### src/rtl/ct_idu_ir_vreg_alloc_buf.sv
// IR-stage vector physical register allocation buffer.
// Holds up to four free vregs prefetched from the RTU vreg free list. It hands
// them, in entry order, to the requesting IR instructions in instruction order.
//
// Handshake: RTU slot N presents (rtu_idu_alloc_vregN, rtu_idu_alloc_vregN_vld).
// IDU answers with idu_rtu_ir_vregN_alloc_vld whenever entry N is empty. In that
// same cycle the RTU removes the preg from its free list, and the entry captures
// it at the clock edge. Valid/ready pairing therefore reduces to
// take = vld & ~entry_vld. It is independent of stall and flush.
module ct_idu_ir_vreg_alloc_buf (
   input  logic       cpuclk,
   input  logic       cpurst,
   input  logic [5:0] rtu_idu_alloc_vreg0,
   input  logic [5:0] rtu_idu_alloc_vreg1,
   input  logic [5:0] rtu_idu_alloc_vreg2,
   input  logic [5:0] rtu_idu_alloc_vreg3,
   input  logic       rtu_idu_alloc_vreg0_vld,
   input  logic       rtu_idu_alloc_vreg1_vld,
   input  logic       rtu_idu_alloc_vreg2_vld,
   input  logic       rtu_idu_alloc_vreg3_vld,
   input  logic       ir_inst0_vreg_req,
   input  logic       ir_inst1_vreg_req,
   input  logic       ir_inst2_vreg_req,
   input  logic       ir_inst3_vreg_req,
   input  logic       ir_stall,
   input  logic       rtu_idu_flush_fe,
   output logic [5:0] ir_inst0_vreg,
   output logic [5:0] ir_inst1_vreg,
   output logic [5:0] ir_inst2_vreg,
   output logic [5:0] ir_inst3_vreg,
   output logic       ir_vreg_not_enough,
   output logic       idu_rtu_ir_vreg0_alloc_vld,
   output logic       idu_rtu_ir_vreg1_alloc_vld,
   output logic       idu_rtu_ir_vreg2_alloc_vld,
   output logic       idu_rtu_ir_vreg3_alloc_vld,
   output logic       idu_rtu_ir_vreg_alloc_gateclk_vld
);

   logic [3:0] r_vld;
   logic [5:0] r_preg [4];

   logic [5:0] w_offer [4];
   logic [3:0] w_offer_vld;
   logic [3:0] w_req;
   logic [3:0] w_take;
   logic [3:0] w_clr;
   logic [2:0] w_req_cnt;
   logic [2:0] w_vld_cnt;
   logic [2:0] w_req_rank [4];
   logic [2:0] w_vld_rank [4];
   logic [5:0] w_inst_vreg [4];
   logic       w_not_enough;
   logic       w_consume;

   assign w_offer[0]  = rtu_idu_alloc_vreg0;
   assign w_offer[1]  = rtu_idu_alloc_vreg1;
   assign w_offer[2]  = rtu_idu_alloc_vreg2;
   assign w_offer[3]  = rtu_idu_alloc_vreg3;
   assign w_offer_vld = {rtu_idu_alloc_vreg3_vld, rtu_idu_alloc_vreg2_vld,
                         rtu_idu_alloc_vreg1_vld, rtu_idu_alloc_vreg0_vld};
   assign w_req       = {ir_inst3_vreg_req, ir_inst2_vreg_req,
                         ir_inst1_vreg_req, ir_inst0_vreg_req};

   // An empty entry always accepts its RTU slot's offer.
   assign w_take = ~r_vld & w_offer_vld;

   // Prefix counts: rank of each requester among requesters, and of each
   // valid entry among valid entries; the totals fall out of the same scan.
   always_comb begin
      w_req_cnt = 3'd0;
      w_vld_cnt = 3'd0;
      for (int i = 0; i < 4; i++) begin
         w_req_rank[i] = w_req_cnt;
         w_vld_rank[i] = w_vld_cnt;
         w_req_cnt     = w_req_cnt + {2'b00, w_req[i]};
         w_vld_cnt     = w_vld_cnt + {2'b00, r_vld[i]};
      end
   end

   assign w_not_enough = (w_req_cnt > w_vld_cnt);
   assign w_consume    = ~ir_stall & ~rtu_idu_flush_fe & ~w_not_enough &
                         (w_req_cnt != 3'd0);

   // Requester of rank k picks the valid entry of rank k; others drive zero.
   always_comb begin
      for (int n = 0; n < 4; n++) begin
         w_inst_vreg[n] = 6'd0;
         for (int e = 0; e < 4; e++) begin
            if (w_req[n] && r_vld[e] && (w_vld_rank[e] == w_req_rank[n])) begin
               w_inst_vreg[n] = r_preg[e];
            end
         end
      end
   end

   // The lowest req_cnt valid entries are the ones handed out; they clear only on a full consume.
   always_comb begin
      for (int e = 0; e < 4; e++) begin
         w_clr[e] = w_consume & r_vld[e] & (w_vld_rank[e] < w_req_cnt);
      end
   end

   // Entry state: take fills an empty entry, consume empties a full one.
   always_ff @(posedge cpuclk or posedge cpurst) begin
      if (cpurst) begin
         r_vld <= 4'b0000;
         for (int e = 0; e < 4; e++) begin
            r_preg[e] <= 6'd0;
         end
      end else begin
         for (int e = 0; e < 4; e++) begin
            if (w_take[e]) begin
               r_vld[e]  <= 1'b1;
               r_preg[e] <= w_offer[e];
            end else if (w_clr[e]) begin
               r_vld[e]  <= 1'b0;
            end
         end
      end
   end

   assign ir_inst0_vreg                     = w_inst_vreg[0];
   assign ir_inst1_vreg                     = w_inst_vreg[1];
   assign ir_inst2_vreg                     = w_inst_vreg[2];
   assign ir_inst3_vreg                     = w_inst_vreg[3];
   assign ir_vreg_not_enough                = w_not_enough;
   assign idu_rtu_ir_vreg0_alloc_vld        = w_take[0];
   assign idu_rtu_ir_vreg1_alloc_vld        = w_take[1];
   assign idu_rtu_ir_vreg2_alloc_vld        = w_take[2];
   assign idu_rtu_ir_vreg3_alloc_vld        = w_take[3];
   assign idu_rtu_ir_vreg_alloc_gateclk_vld = |w_take;

endmodule

### config.mk
export PLATFORM = sky130hd
export DESIGN_NAME = ct_idu_ir_vreg_alloc_buf
export DESIGN_NICKNAME = d
export VERILOG_FILES = /design/src/rtl/ct_idu_ir_vreg_alloc_buf.sv
export SDC_FILE = /design/constraint.sdc
export NUM_CORES = 1
export LEC_CHECK = 0
export BUFFER_PORTS_ARGS = -buffer_cell sky130_fd_sc_hd__buf_2
export CORE_MARGIN = 4
export CORE_UTILIZATION = 45
export DETAILED_ROUTE_END_ITERATION = 7
export MAX_ROUTING_LAYER = met4
export PLACE_DENSITY = 0.7
export SLEW_MARGIN = 20
export SYNTH_ARGS = -nofsm -noshare
export SYNTH_HDL_FRONTEND = slang
export SYNTH_SLANG_ARGS = --single-unit
### constraint.sdc
create_clock -name cpuclk -period 8.9 [get_ports cpuclk]
set_input_delay 0 -clock cpuclk [delete_from_list [all_inputs] [get_ports cpuclk]]
set_output_delay 0 -clock cpuclk [all_outputs]
set_load 0.02 [all_outputs]
==> reports/summary.log <==
[outcome] result of the run completed
[critical_path] nature of the critical path startpoint register
[detailed_routing] number of search-and-repair iterations in the first detailed-routing pass 7
[sta] RSZ-0062 raised after global routing no
[placed_design] area of placed instances 2820 um^2
[placed_design] count of port buffers added during placement 65
[floorplan] Die Area 6770 um^2
[synth] flop and latch count out of synthesis 28
[critical_path] capturing element type of the critical path output pin
[min_path] classification of the worst-slack hold path in -> reg
[placed_design] RePlAce Congestion 0.872
[flow_run] MaxCap Viol Count 0
[sta] Worst slew margin 31.7%
[pwr] total power divided by cell area 360 nW/um^2
[detailed_routing] post-detailed-routing wire length 7120 um
[pwr] worst IR drop on VDD 0.178 mV
[global_route] number of antenna violations at the first check in global routing 0
[critical_path] CP max stage delay 0.87 ns
[critical_path] Crit Path Max Fanout 12
[critical_path] required time of the worst setup path 8.90 ns
[finish] count of inserted antenna diode cells 0
[sta] count of pins over their slew limit 0
[finish] nets@finish 409
[finish] most frequent cells in the layout 65 x buf_2, 32 x nand2_1, 28 x nor2_1, 28 x dfrtp_1, 27 x dlygate4sd3_1
[sta] clock tree skew after final layout 0.00176 ns
[critical_path] cell family contributing the most delay on the critical path simple AND/OR/NAND/NOR gates
[synth] Synth Warn # 0
[synth] Yosys cell types 46
[cts] library cell used as clock root buffer clkbuf_8
[cts] Reg clk slew, reported paths 0.10 ns
[critical_path] cell mode on critical path ha_1
[synth] synthesized netlist net count 327
[floorplan] Die Ht 82.3 um
[global_route] wire length of the first global-routing pass 11600 um
[cts] number of hold-repair buffers added at the cts stage 27
[placed_design] Worst Setup Slack post-DPL 5.41 ns
[sta] setup_tns 0 ns
[cts] number of gates resized after cts 0
[sta] final setup vio count 0
[sta] fraction of the cycle the final worst path needs 39.9%
[detailed_routing] vias 2404
[cts] Clk Latency, worst-skew pair 0.28 ns
[cts] number of buffers added for setup after CTS 0
[sta] post-route setup slack 5.35 ns
[global_route] number of global-route vias before repair 2224
[cts] H-tree levels 1
[global_route] pin count of the biggest net entering global routing 29
[floorplan] FP Rows 26
[finish] post-synthesis to final-layout area growth 27.3%
[finish] most common cell after layout, fill and taps aside buf_2
[synth] Yosys top cell by area dfrtp_1
[synth] Syn Std Cell Area 2480 um^2
[detailed_routing] First DRT Iteration DRCs 235
[floorplan] core area 5240 um^2
[detailed_routing] Via-to-Cell Ratio 5.68
[global_route] remaining global-route overflow 0
[critical_path] cells traversed along the worst timing path inv_2 -> ha_1 -> ha_1 -> ha_1 -> nor2b_1 -> nor4b_2 -> nand2_1 -> o31ai_1 -> buf_2
[critical_path] number of buffer and inverter instances along the worst setup path 2
[sta] final period demand of the worst path 3.55 ns
[synth] most area-consuming cells after synthesis dfrtp_1 28%, mux2_2 11%, ha_1 7.6%
[finish] number of cells in the finished layout apart from fillers 423
[floorplan] die width 82.3 um
[cts] total number of clock tree sinks 28
[synth] gate count of the mapped netlist 272
[sta] Hold Fails Final Rpt 0
[detailed_routing] Post-route DRC 0
[cts] number of buffers on the longest clock path 2
[placed_design] Detailed Place HPWL 5420 um
[synth] synthesized area per cell 9.13 um^2
[cts] TritonCTS Buffers 3
[placed_design] placed cell count 392
[critical_path] Crit Path Class reg -> out
[synth] Seq/Total Area, Yosys 28.2%
[floorplan] Initial Util 47.4%
[global_route] overall fraction of global-route tracks in use 22.6%
[sta] Tightest Pin Transition 1.02 ns
[cts] CTS tree yes
[sta] FMAX 282 MHz
[critical_path] Slowest-stage cell, CP nor4b_2
[pwr] standby leakage power 1.39 nW
[sta] minimum hold slack 0.0368 ns
[detailed_routing] final antenna-violating net count 0
[finish] share of post-route cells with drive strength above 1 30.3%
[critical_path] critical path data arrival time 3.55 ns
[finish] Final Cell Area 3160 um^2
[synth] post-synth top area share 28.2%
[floorplan] I/O pin cnt 66
[detailed_routing] WL/cell 16.8 um
-- report_power, final --
group,switching (mW),internal (mW)
Sequential,0.101,0.189
Combinational,0.429,0.317
Clock,0.0410,0.0603
-- final timing paths --
kind / cells after the start / slack (ns) / startpoint / to
max in group asynchronous: 3 / 8.20 / cpurst / r_preg[10]
worst min-delay path: 3 / 0.04 / rtu_idu_flush_fe / r_vld[0]
worst max register to register: 9 / 5.40 / r_vld[0] / r_vld[3]
min in group asynchronous: 3 / 0.32 / cpurst / r_preg[13]
worst min register to register: 1 / 0.61 / r_vld[3] / r_vld[3]
worst max-delay path: 9 / 5.35 / r_vld[0] / ir_inst0_vreg[5]
-- per-stage QoR --
stage          utilization, %  power, mW
2_1_floorplan               -      0.817
3_3_place_gp             53.8       1.00
3_5_place_dp             53.8       1.02
4_1_cts                  60.4       1.14
5_1_grt                  60.4       1.23
6_report                 60.4       1.14
-- layout make-up --
cell class / instances / area [um^2]
Sequential cell: 28 / 701
Fill cell: 465 / 2080
Timing Repair Buffer: 93 / 603
Tap cell: 70 / 87.6
Multi-Input combinational cell: 214 / 1650
Clock buffer: 3 / 41.3
Clock inverter: 1 / 30.0
Inverter: 14 / 52.6
-- layer usage --
layer / vias up / GRT usage, % / share of wire [%] / wire length [um]
met2: 117 / 34.1 / 45 / 3200
met4: 0 / 2.33 / 0.44 / 31
met3: 6 / 3.80 / 7.4 / 524
li1: 1173 / - / - / -
met5: - / - / 0 / 0
met1: 1108 / 32.8 / 47 / 3370
-- worst register-to-register path, cell delays in order (launching register included) --
cell	delay (ns)
dfrtp_1	0.54
fa_1	0.78
ha_1	0.21
inv_1	0.05
fa_1	0.48
ha_1	0.31
nand2_1	0.06
maj3_2	0.33
a2111oi_4	0.45
a31oi_1	0.16
-- flip-flops by register name, summed over array words and instances, names as in the netlist --
signal	count
r_vld	4
r_preg	24
-- cell usage after synthesis (all sizes together) --
cell type  instances
a2111oi            1
a211oi             6
a21o               1
a21oi              1
a221o              1
a221oi            18
a31oi              4
and2               1
and2b              1
and3               1
and3b              1
and4               5
buf                9
clkbuf             7
dfrtp             28
fa                 4
ha                15
inv               14
maj3               1
mux2              24
nand2             32
nand2b             1
nand3              2
nand4              4
nor2              28
nor2b              5
nor3               2
nor4               3
nor4b              2
o2111a             1
o21ai             15
o21bai             1
o2bb2ai            1
o31ai             18
or4                1
xnor2              8
xor2               5
-- kinds of logic after synthesis --
family,synth area share [%]
fa+ha+maj,11.2
simple gates,18.8
mux,10.9
buf+inv,5.49
flops,28.2
compound gates,20.8
xor+xnor,4.58
(Power assumes the default switching activity.)
